`config.mk`:
```
export PLATFORM = sky130hd
export DESIGN_NAME = keypad_scanner
export DESIGN_NICKNAME = d
export VERILOG_FILES = /design/src/rtl/keypad_scanner.sv
export SDC_FILE = /design/constraint.sdc
export NUM_CORES = 1
export LEC_CHECK = 0
export BUFFER_PORTS_ARGS = -buffer_cell sky130_fd_sc_hd__buf_2
export CAP_MARGIN = 20
export CORE_UTILIZATION = 56
export DETAILED_ROUTE_END_ITERATION = 10
export PLACE_DENSITY = 0.72
export SETUP_SLACK_MARGIN = 0.15
export SYNTH_ARGS = -nofsm -noshare
export SYNTH_HDL_FRONTEND = slang
export SYNTH_SLANG_ARGS = --single-unit
export TNS_END_PERCENT = 1
```
`constraint.sdc`:
```
create_clock -name clk -period 6.9 [get_ports clk]
set_input_delay 1.38 -clock clk [delete_from_list [all_inputs] [get_ports clk]]
set_output_delay 1.38 -clock clk [all_outputs]
set_load 0.05 [all_outputs]
```
`src/rtl/keypad_scanner.sv`:
```
// keypad_scanner: 4x4 matrix keypad column scanner with row synchronizer,
// debounced press/release detection and a one-cycle valid strobe.
module keypad_scanner #(
  parameter int SCAN_DIV     = 1000,
  parameter int DEBOUNCE_CNT = 8
) (
  input  logic       clk,
  input  logic       rst_n,
  input  logic [3:0] row_in,
  output logic [3:0] col_out,
  output logic [3:0] key_code,
  output logic       key_valid,
  output logic       key_held
);
  localparam int CW = $clog2(SCAN_DIV);
  localparam int SW = $clog2(DEBOUNCE_CNT + 1);
  localparam logic [SW-1:0] DMAX = SW'(DEBOUNCE_CNT);
  typedef enum logic [1:0] {SCAN, DEBOUNCE, HELD} state_t;
  state_t        state_q, state_d;
  logic [3:0]    sync_q, row_s_q;
  logic [CW-1:0] cnt_q, cnt_d;
  logic [1:0]    col_q, col_d, row_q, row_d;
  logic [SW-1:0] stab_q, stab_d, rel_q, rel_d, stab_inc, rel_inc;
  logic [3:0]    code_q, code_d;
  logic          valid_q, valid_d;
  logic          sample, row_bit;
  logic [1:0]    win;
  always_comb begin
    sample   = cnt_q == CW'(SCAN_DIV - 1);
    win      = !row_s_q[0] ? 2'd0 : !row_s_q[1] ? 2'd1 : !row_s_q[2] ? 2'd2 : 2'd3;
    row_bit  = row_s_q[row_q];
    stab_inc = (stab_q == DMAX) ? stab_q : stab_q + 1'b1;
    rel_inc  = (rel_q == DMAX) ? rel_q : rel_q + 1'b1;
    state_d  = state_q;
    cnt_d    = sample ? '0 : cnt_q + 1'b1;
    col_d    = col_q;
    row_d    = row_q;
    stab_d   = stab_q;
    rel_d    = rel_q;
    code_d   = code_q;
    valid_d  = 1'b0;
    if (sample) begin
      case (state_q)
        SCAN: begin
          if (row_s_q != 4'hf) begin
            row_d  = win;
            stab_d = SW'(1);
            // A single-sample debounce accepts on the detect sample itself
            if (DEBOUNCE_CNT == 1) begin
              state_d = HELD;
              code_d  = {win, col_q};
              valid_d = 1'b1;
              stab_d  = '0;
              rel_d   = '0;
            end else begin
              state_d = DEBOUNCE;
            end
          end else begin
            col_d = col_q + 2'd1;
          end
        end
        DEBOUNCE: begin
          if (!row_bit) begin
            stab_d = stab_inc;
            if (stab_inc == DMAX) begin
              state_d = HELD;
              code_d  = {row_q, col_q};
              valid_d = 1'b1;
              stab_d  = '0;
              rel_d   = '0;
            end
          end else begin
            state_d = SCAN;
            stab_d  = '0;
          end
        end
        HELD: begin
          if (row_bit) begin
            rel_d = rel_inc;
            if (rel_inc == DMAX) begin
              state_d = SCAN;
              col_d   = col_q + 2'd1;
              rel_d   = '0;
            end
          end else begin
            rel_d = '0;
          end
        end
        default: state_d = SCAN;
      endcase
    end
  end
  always_ff @(posedge clk or negedge rst_n) begin
    if (!rst_n) begin
      state_q <= SCAN;
      sync_q  <= 4'hf;
      row_s_q <= 4'hf;
      cnt_q   <= '0;
      col_q   <= '0;
      row_q   <= '0;
      stab_q  <= '0;
      rel_q   <= '0;
      code_q  <= '0;
      valid_q <= 1'b0;
    end else begin
      state_q <= state_d;
      sync_q  <= row_in;
      row_s_q <= sync_q;
      cnt_q   <= cnt_d;
      col_q   <= col_d;
      row_q   <= row_d;
      stab_q  <= stab_d;
      rel_q   <= rel_d;
      code_q  <= code_d;
      valid_q <= valid_d;
    end
  end
  assign col_out   = ~(4'b0001 << col_q);
  assign key_code  = code_q;
  assign key_valid = valid_q;
  assign key_held  = state_q == HELD;
endmodule

```
# Word level (Yosys, flattened, before mapping)
# Index checks and enable logic that the tools add are counted.
classes:
  add_sub_neg: 4
  n_lt_le_gt_ge: 1
  eq_ne: 15
  shift: 1
  mux: 31
  bitwise: 2
  reduce_logical: 10
op_table:
  columns: ["cell", "count"]
  rows:
  - ["4-bit 2-to-1 mux", 9]
  - ["2-bit 2-to-1 mux", 10]
  - ["4-bit equality test (second input constant)", 4]
  - ["4-bit one-hot mux with 2 select lines", 2]
  - ["10-bit by 1-bit adder with 10-bit output (second input constant)", 1]
  - ["10-bit equality test (second input constant)", 1]
  - ["10-bit 2-to-1 mux", 1]
  - ["5-bit AND reduction", 2]
  - ["4-bit by 1-bit adder with 4-bit output (second input constant)", 2]
  - ["2-bit inequality test (second input constant)", 4]
  - ["4-bit AND reduction", 2]
  - ["1-bit 2-to-1 mux", 6]
  - ["2-bit one-hot mux with 3 select lines", 1]
  - ["3-bit AND reduction", 2]
  - ["2-bit nonzero test", 3]
  - ["2-bit by 1-bit inequality test with 1-bit output (second input constant)", 2]
  - ["4-bit inequality test (second input constant)", 1]
  - ["4-bit NOT", 1]
  - ["2-bit one-hot mux with 2 select lines", 1]
  - ["1-bit by 2-bit left shift with 4-bit output (first input constant)", 1]
  - ["2-bit by 3-bit < comparator with 1-bit output (second input constant)", 1]
  - ["3-bit inequality test (second input constant)", 1]
  - ["2-bit by 1-bit adder with 2-bit output (second input constant)", 1]
  - ["1-bit binary-select mux with 2-bit select", 1]
  - ["4 further kinds", 4]
word_totals:
  regBits: 37
  in_bits: 6
  output_inout_bits: 10
  elab_cells: 74

# Longest topological paths before layout
# Gate-level depths: netlist of run 1.
depth:
  depth_word: 7
  ltp_mapped: 7
  depth_no_buf: 7

# Least setup slack after synthesis of run 1
# OpenSTA, ideal clock, no wires.
synth_timing:
  kind: "register to output"
  from: "reg state_q[0]"
  to: "out key_held"
  arrival_time_ns: 0.977
  t_required_ns: 5.520
  path_slack_ns: 4.543
  stages_incl_launch_ff: 3
  cell_sequence: "dfrtp_1 inv_1 ha_1"
synth_between:
  elab_chain_cells: 1
synth_lines:
  columns: ["element", "line_no", "source"]
  rows:
  - ["start: declaration", "19", "state_t state_q, state_d;"]
  - ["start signal: assignment", "106", "state_q <= state_d;"]
  - ["2-bit equality test", "121", "assign key_held = state_q == HELD;"]
  - ["end: declaration", "13", "output logic key_held"]
# Every way passes these cells.

# Final worst setup path of run 1
# Same ends and word-level chain as after synthesis.

==> results of run 1 <==
==> where the power goes <==
group          switching (mW)  leakage, nW  total [mW]  internal [mW]
sequential            0.00146        0.475       0.223          0.221
combinational         0.00531        0.504     0.00709        0.00178
clock                  0.0766       0.0456       0.153         0.0769
total                  0.0834         1.02       0.383          0.300
==> critical path, delay by kind of cell (launching register included) <==
family | cells | cell delay, ns
adder cells (fa/ha/maj) | 1 | 0.28
flip-flops | 1 | 0.40
buffers and inverters | 2 | 0.41
==> final timing paths <==
kind	slack, ns	end	depth (start not counted)	from
max in group asynchronous	5.31	cnt_q[3]	1	rst_n
setup / recovery	4.08	key_held	3	state_q[0]
hold reg to reg	0.37	row_s_q[0]	0	sync_q[0]
setup reg to reg	4.46	col_q[1]	7	rel_q[0]
min in group asynchronous	1.09	stab_q[2]	1	rst_n
hold / removal	0.37	row_s_q[0]	0	sync_q[0]
==> routing by layer <==
layer  vias to the layer above  global-route usage (%)
li1                        673                       -
met1                       673                   29.97
met2                        34                   36.26
met3                         8                   6.397
met4                         0                   8.117
met5                         -                       0
==> area by class of cell <==
class | instances | share of cell area (%)
flip-flops and latches | 37 | 44.16
multi-input cells | 125 | 42.68
repair buffers | 16 | 3.896
inverters | 16 | 2.834
well taps | 44 | 2.597
clock inverters | 3 | 2.066
clock buffers | 5 | 1.771
==> state kept, by name (all words and copies together), names as in the netlist, 4 cells and up <==
| signal | cells |
|---|---|
| key_code | 4 |
| row_s_q | 4 |
| sync_q | 4 |
| stab_q | 4 |
| rel_q | 4 |
| cnt_q | 10 |
==> cells in the final DEF, fill, tap and decap left out, types with 2 or more instances in the layout <==
cell type / netlist / layout
a211o_1: 4 / 4
and2_1: 3 / 3
and3_1: 2 / 2
buf_2: 3 / 15
clkbuf_4: 0 / 5
dfrtp_1: 29 / 29
dfstp_2: 8 / 8
ha_1: 12 / 12
inv_1: 16 / 16
mux2_2: 6 / 6
mux2i_1: 3 / 3
nand2_1: 12 / 12
nand2b_1: 2 / 2
nand3_1: 10 / 10
nand3b_1: 2 / 2
nand4_1: 3 / 3
nor2_1: 16 / 16
nor2b_1: 4 / 4
nor3_1: 5 / 5
nor3b_1: 2 / 2
nor4b_1: 2 / 2
o21ai_0: 4 / 4
xnor2_1: 4 / 4
xor2_1: 4 / 4
==> cells by family after synthesis <==
group	count (synthesis)	synth area share, %
fa+ha+maj	12	7.838
simple gates	71	20.25
compound gates	24	9.211
buf+inv	19	3.919
xor+xnor	8	3.657
flops	37	48.86
mux	10	6.270
==> qor.csv, run 1 <==
metric,value,unit
setup_slack,4.079,ns
fmax,354.5,MHz
placed_cell_area,0.002038,mm²
totalWireLength,3.511,mm
rows,20,
critPathCaptureType,output pin,
drive_gt1_share,21.29,%
gp_congestion,0.8460,
clock-root-buffer,clkbuf_4,
crit_required,5.52,ns
grtUsageTotal,22.78,%
wl_met2,1.769,mm
grt_setup_unrepaired,no,
cts.sinks,37,
dp_cells,238,
gr-total-overflow,0,
holdWs,0.3681,ns
synth_cell_types,48,
async_flop_share,100.0,%
peakVddDrop,0.1564,mV
nFillCells,266,
top_layer,met4,
syn_area,0.001916,mm²
cts_max_path_buffers,2,
routed-via-count,1388,
cts_buffers,5,
clk_latency,0.35,ns
die_area,0.003658,mm²
crit_chain,"inv_1, ha_1, buf_2",
ys.flop_type,dfrtp_1,
synth_common_cells,"dfrtp_1, inv_1, nor2_1",
critPathSlowestCell,dfrtp_1,
leakagePower,1.025,nW
multi_input_area,904.6,µm²
slew_headroom,48.15,%
synthTopCellsByArea,"dfrtp_1, dfstp_2, ha_1",
postCtsSetupRepairBufs,0,
hp-class,register to register,
fin_nets,219,
dr.pass1.iters,6,
drc,0,
die_y,60.49,µm
fin_area,0.002120,mm²
cts_resized,0,
skew,0.007946,ns
postCtsHoldBufs,0,
ant_nets,0,
synth_edf_count,0,
worstPathMaxFanout,6,
vias_per_cell,5.642,
syn_area_per_cell,10.58,µm²
post-route-util,67.22,%
tightestPinTransition,0.7778,ns
ys_warn_count,0,
synth-seq-cells,37,
synthCells,181,
yosysMostFrequentCell,dfrtp_1,
pre_cts_ws,4.477,ns
seq_area_frac_synth,48.86,%
syn_to_final_growth,10.65,%
cp.arrival,1.44,ns
hpwl,2.555,mm
cpPeakStageDelay,0.40,ns
min_period_over_period,40.88,%
finalSetupViolations,0,
port_buffers,15,
antenna_found_initial,0,
ctsHtreeMaxLevel,2,
grt_pass1_wl,5.982,mm
ios,16,
drt_iter0_drc,91,
register_area,935.9,µm²
synth_fp_nets,199,
yosysTopAreaCell,dfrtp_1,
clk_pin_slew,0.11,ns
drv_slew,0,
min_period,2.821,ns
tns,0,ns
finalNonFillerCells,246,
p_per_area,180.7,mW/mm²
wl_met1,1.570,mm
wl_per_cell,14.27,µm
status,finished clean,
cap_violations,0,
hold_violations,0,
die_x,60.49,µm
antenna_cells,0,
grt_pass1_vias,1321,
crit_path_start_kind,register,
path_class,register to output pin,
initial_core_util,60.75,%
cts_tree,yes,
yosysTopAreaCellShare,37.88,%
power.total,383.1,µW
core,0.003153,mm²
grt_max_degree,38,
dr_wl_met3,132,µm
Note: power is estimated with default switching activity, not from simulation.
==> run 2: changes to the inputs <==
Settings changed: ABC_AREA from default to 1.
Clock period 6.9 ns to 2.9 ns, I/O delays scaled along.
==> run 2 against run 1 <==
Compared with the run above:
- design area increased by 1.3%
- global-route usage decreased by 2.3 points
- utilization increased by 0.87 points
- total power increased by 130%
- synthesized cell count increased by 28%
- routed wire length decreased by 13%
- clock skew decreased by 0.0022 ns
- worst hold slack got worse by 0.066 ns
- combinational power increased by 140%
- cell count increased by 22%
- via count increased by 7.9%
==> qor.csv, run 2 <==
metric,value,unit
hp-class,input pin to asynchronous set/reset pin,
cts_buffers,5,
synthTopCellsByArea,"dfrtp_1, nand2_1, dfstp_2",
rr_worst_depth,11,
yosysTopAreaCell,dfrtp_1,
yosysTopAreaCellShare,37.54,%
drv_slew,0,
ios,16,
most-common-layout-cells,"nand2_1, inv_1, dfrtp_1, nand3_1, nor2_1",
postCtsSetupRepairBufs,0,
port_buffers,15,
tightestPinTransition,0.7760,ns
synth_common_cells,"nand2_1, inv_1, dfrtp_1",
finalSetupViolations,0,
tns,0,ns
grtUsageTotal,20.49,%
cts.sinks,37,
syn_to_final_growth,11.07,%
r2r_end,rel_q[2],
holdWs,0.3022,ns
postCtsHoldBufs,0,
r2r_start,stab_q[0],
cp.arrival,1.40,ns
leakagePower,1.091,nW
ys_warn_count,0,
gp_congestion,0.8005,
core,0.003153,mm²
vias_per_cell,5.007,
path_class,register to output pin,
critPathCaptureType,output pin,
die_area,0.003691,mm²
syn_area_per_cell,8.332,µm²
ctsHtreeMaxLevel,2,
status,finished clean,
drive_gt1_share,18.04,%
cap_violations,0,
hold_violations,0,
final_common_cell,nand2_1,
wl_per_cell,10.20,µm
crit_path_start_kind,register,
fmax,506.3,MHz
synth_cell_types,23,
pre_cts_ws,1.205,ns
drt_iter0_drc,50,
largest_reg_flops,10,
yosysMostFrequentCell,nand2_1,
dr.pass1.iters,4,
skew,0.005778,ns
critPathSlowestCell,dfrtp_1,
grt_setup_unrepaired,no,
cpPeakStageDelay,0.42,ns
totalWireLength,3.051,mm
die_x,60.76,µm
setup_slack,0.9247,ns
rows,20,
antenna_cells,0,
crit_required,2.32,ns
cts_tree,yes,
grt_pass1_wl,5.437,mm
async_flop_share,100.0,%
clk_pin_slew,0.11,ns
crit_chain,"inv_1, ha_1, buf_2",
drc,0,
top_register,cnt_q,
min_period,1.975,ns
cts_max_path_buffers,2,
syn_area,0.001933,mm²
grt_pass1_vias,1339,
seq_area_frac_synth,48.41,%
synth_fp_nets,250,
synth_edf_count,0,
fin_area,0.002147,mm²
die_y,60.76,µm
peakVddDrop,0.4207,mV
synth-seq-cells,37,
worstPathMaxFanout,4,
r2r_slack,1.20,ns
grt_max_degree,38,
slew_headroom,48.26,%
clock-root-buffer,clkbuf_4,
fin_nets,272,
min_period_over_period,68.11,%
cts_resized,0,
routed-via-count,1497,
placed_cell_area,0.002063,mm²
p_per_area,418.9,mW/mm²
clk_latency,0.34,ns
power.total,899.5,µW
ant_nets,0,
initial_core_util,61.31,%
gr-total-overflow,0,
synthCells,232,
hpwl,2.360,mm
ys.flop_type,dfrtp_1,
antenna_found_initial,0,
## run 2: cell types whose count changed in the layout (fill, tap and decap cells not counted), sizes merged, moves of 4 or more
cell   previous run  this run
a21oi             1         8
nor2b             4         0
inv              17        38
mux2              6         0
o21ai             5        17
nand2            12        61
nand3            10        23
nand4             3         8
nor2             16        20
xnor2             4         0
a211o             4         0
## run 2: per-layer routing
| metal | part of all wire, % | GRT usage (%) |
|---|---|---|
| met1 | 48 | 26.40 |
| met2 | 48 | 32.65 |
| met4 | 1.4 | 7.792 |
| met5 | 0 | 0 |
| met3 | 2.7 | 6.397 |
## run 2: stage by stage
step                      instances  utilization [%]
after floorplan                 232                -
after global placement          291            65.44
after detailed placement        291            65.44
after CTS                       299            68.10
after global routing            299            68.10
final                           299            68.10
## run 2: final cells by class
type                       count  area [µm²]
fill                         280        1006
sequential                    37       935.9
multi-input combinational    156       849.6
inverter                      39       147.6
timing repair buffer          15       75.07
tap                           44       55.05
clock inverter                 3       46.29
clock buffer                   5       37.54
## run 2: worst max-delay path: cells and delay by family, from the launching register on
family	cells	cell delay [ns]
fa+ha+maj	1	0.25
buf+inv	2	0.39
flops	1	0.42
## run 2: kinds of logic after synthesis
kind of cell | after synthesis | synth area share, %
AOI/OAI and AO/OA | 26 | 7.249
xor gates and xnor gates | 1 | 0.4532
adders and majority gates | 12 | 7.767
buffers and inverters | 39 | 7.637
DFF | 37 | 48.41
and+or+nand+nor | 117 | 28.48
## run 2: how the worst max path moves through the flow
| stage | from | endpoint | slack (ns) | depth (start not counted) |
|---|---|---|---|---|
| after floorplan | state_q[0] | key_held | 1.38 | 2 |
| after global placement | stab_q[0] | rel_q[0] | 1.22 | 11 |
| after global routing | state_q[0] | key_held | 0.83 | 3 |
| after CTS | state_q[0] | key_held | 0.91 | 3 |
| after detailed placement | stab_q[0] | rel_q[2] | 1.20 | 11 |
| final | state_q[0] | key_held | 0.92 | 3 |
## run 2: report_power, final
part / total, mW / internal (mW) / leakage [nW] / switching [mW]
clock: 0.353 / 0.182 / 0.0414 / 0.171
combinational: 0.0172 / 0.00392 / 0.574 / 0.0133
sequential: 0.529 / 0.526 / 0.475 / 0.00305
==> run 3: changes to the inputs <==
Settings changed: ABC_AREA 1 to 0.
Clock period 2.9 ns to 1.9 ns, I/O delays scaled along.
==> run 3 against run 2 <==
Compared with the run above:
- the run now ends with negative setup slack left
- via count increased by 8.7%
- combinational power increased by 97%
- critical path depth up 4
- utilization up 14 points
- first-iteration DRC count is 72% higher
- die area is 0.89% lower
- global-route usage increased by 6.6 points
- largest power group unchanged
- sequential power increased by 53%
- clock power is 25% higher
- sequential cell count unchanged
- total power is 43% higher
==> qor.csv, run 3 (synthesis gave the netlist of run 1 again) <==
metric,value,unit
violations,negative setup slack,
dr_wl_met3,216,µm
ant_nets,0,
drive_gt1_share,47.11,%
grt_max_degree,38,
cts_buffers,5,
fin_area,0.002601,mm²
critPathCaptureType,register,
dr.pass1.iters,4,
cpPeakStageDelay,0.42,ns
cts_max_path_buffers,2,
path_class,register to register,
wl_met2,2.231,mm
postCtsHoldBufs,0,
hp-class,input pin to asynchronous set/reset pin,
r2r_start,rel_q[0],
placed_cell_area,0.002337,mm²
most-common-layout-cells,"buf_4, dfrtp_1, nor2_1, inv_1",
die_y,60.49,µm
drv_slew,0,
grt_pass1_wl,7.148,mm
ios,16,
die_x,60.49,µm
skew,0.02152,ns
drc,0,
ctsHtreeMaxLevel,2,
fin_nets,259,
fmax,484.8,MHz
cp.arrival,2.31,ns
cts.sinks,37,
initial_core_util,60.75,%
grt_pass1_vias,1663,
power.total,1.284,mW
port_buffers,15,
clock-root-buffer,clkbuf_4,
pre_cts_ws,-0.2528,ns
status,finished with violations,
totalWireLength,4.589,mm
hold_violations,0,
wl_per_cell,16.05,µm
largest_reg_flops,10,
crit_path_start_kind,register,
critPathSlowestCell,dfrtp_1,
gr-total-overflow,0,
die_area,0.003658,mm²
antenna_found_initial,0,
cts_tree,yes,
crit_start,rel_q[0],
rows,20,
worstPathMaxFanout,3,
tightestPinTransition,0.4669,ns
grtUsageTotal,27.10,%
clk_latency,0.34,ns
setup_slack,-0.1626,ns
post-route-util,82.50,%
finalSetupViolations,13,
core,0.003153,mm²
hpwl,3.115,mm
min_period_over_period,108.6,%
clk_pin_slew,0.12,ns
p_per_area,493.8,mW/mm²
tns,-1.297,ns
gp_congestion,0.8937,
vias_per_cell,5.689,
antenna_cells,0,
top_layer,met4,
slew_headroom,68.87,%
final_common_cell,buf_4,
leakagePower,1.264,nW
cap_violations,0,
crit_chain,"inv_2, ha_4, a211o_1, a221oi_2, a31oi_2, nor3_2, mux2_4",
drt_iter0_drc,86,
grt_setup_unrepaired,yes,
crit_required,2.14,ns
routed-via-count,1627,
min_period,2.063,ns
peakVddDrop,0.5292,mV
syn_to_final_growth,35.79,%
top_register,cnt_q,
wl_met1,2.011,mm
[run 3: final cells by class]
type | count | area [µm²]
Sequential cell | 37 | 935.9
Inverter | 16 | 60.06
Tap cell | 44 | 55.05
Fill cell | 201 | 551.8
Multi-Input combinational cell | 125 | 1084
Clock buffer | 6 | 51.30
Timing Repair Buffer | 56 | 401.6
Clock inverter | 2 | 13.76
[run 3: critical path: cells and delay by family, from the launching register on]
family / cells / cell delay (ns)
mux: 1 / 0.32
simple gates: 1 / 0.27
compound gates: 3 / 0.73
fa+ha+maj: 1 / 0.17
flops: 1 / 0.42
buf+inv: 1 / 0.07
[run 3: metal layers]
metal / up-vias / global-route usage, %
met3: 16 / 6.397
met2: 62 / 46.15
met5: - / 0
met1: 791 / 32.41
li1: 758 / -
met4: 0 / 12.99
[run 3: worst paths after layout]
path,end,slack (ns),cells after the start
setup / recovery,col_q[1],-0.16,7
hold / removal,stab_q[0],0.05,2
setup reg to reg,col_q[1],-0.16,7
hold reg to reg,row_s_q[1],0.36,0
max in group asynchronous,row_s_q[2],1.46,2
min in group clk,sync_q[0],0.13,1
[run 3: power by group]
group          internal, mW  switching [mW]
Combinational        0.0106          0.0233
Clock                 0.181           0.263
Sequential            0.803         0.00427
[run 3: what timing repair did]
action,in CTS,in global routing
pin swaps,13,6
setup endpoints to repair,22,23
gates cloned,0,0
resized for setup,28,12
setup buffers,4,1
[run 3: metrics by stage]
step / hold WS [ns] / instances
after detailed placement: 0.3472 / 273
after global placement: 0.3461 / 273
final: 0.05117 / 286
after floorplan: 0.08441 / 181
after global routing: 0.08732 / 286
after CTS: 0.07249 / 285
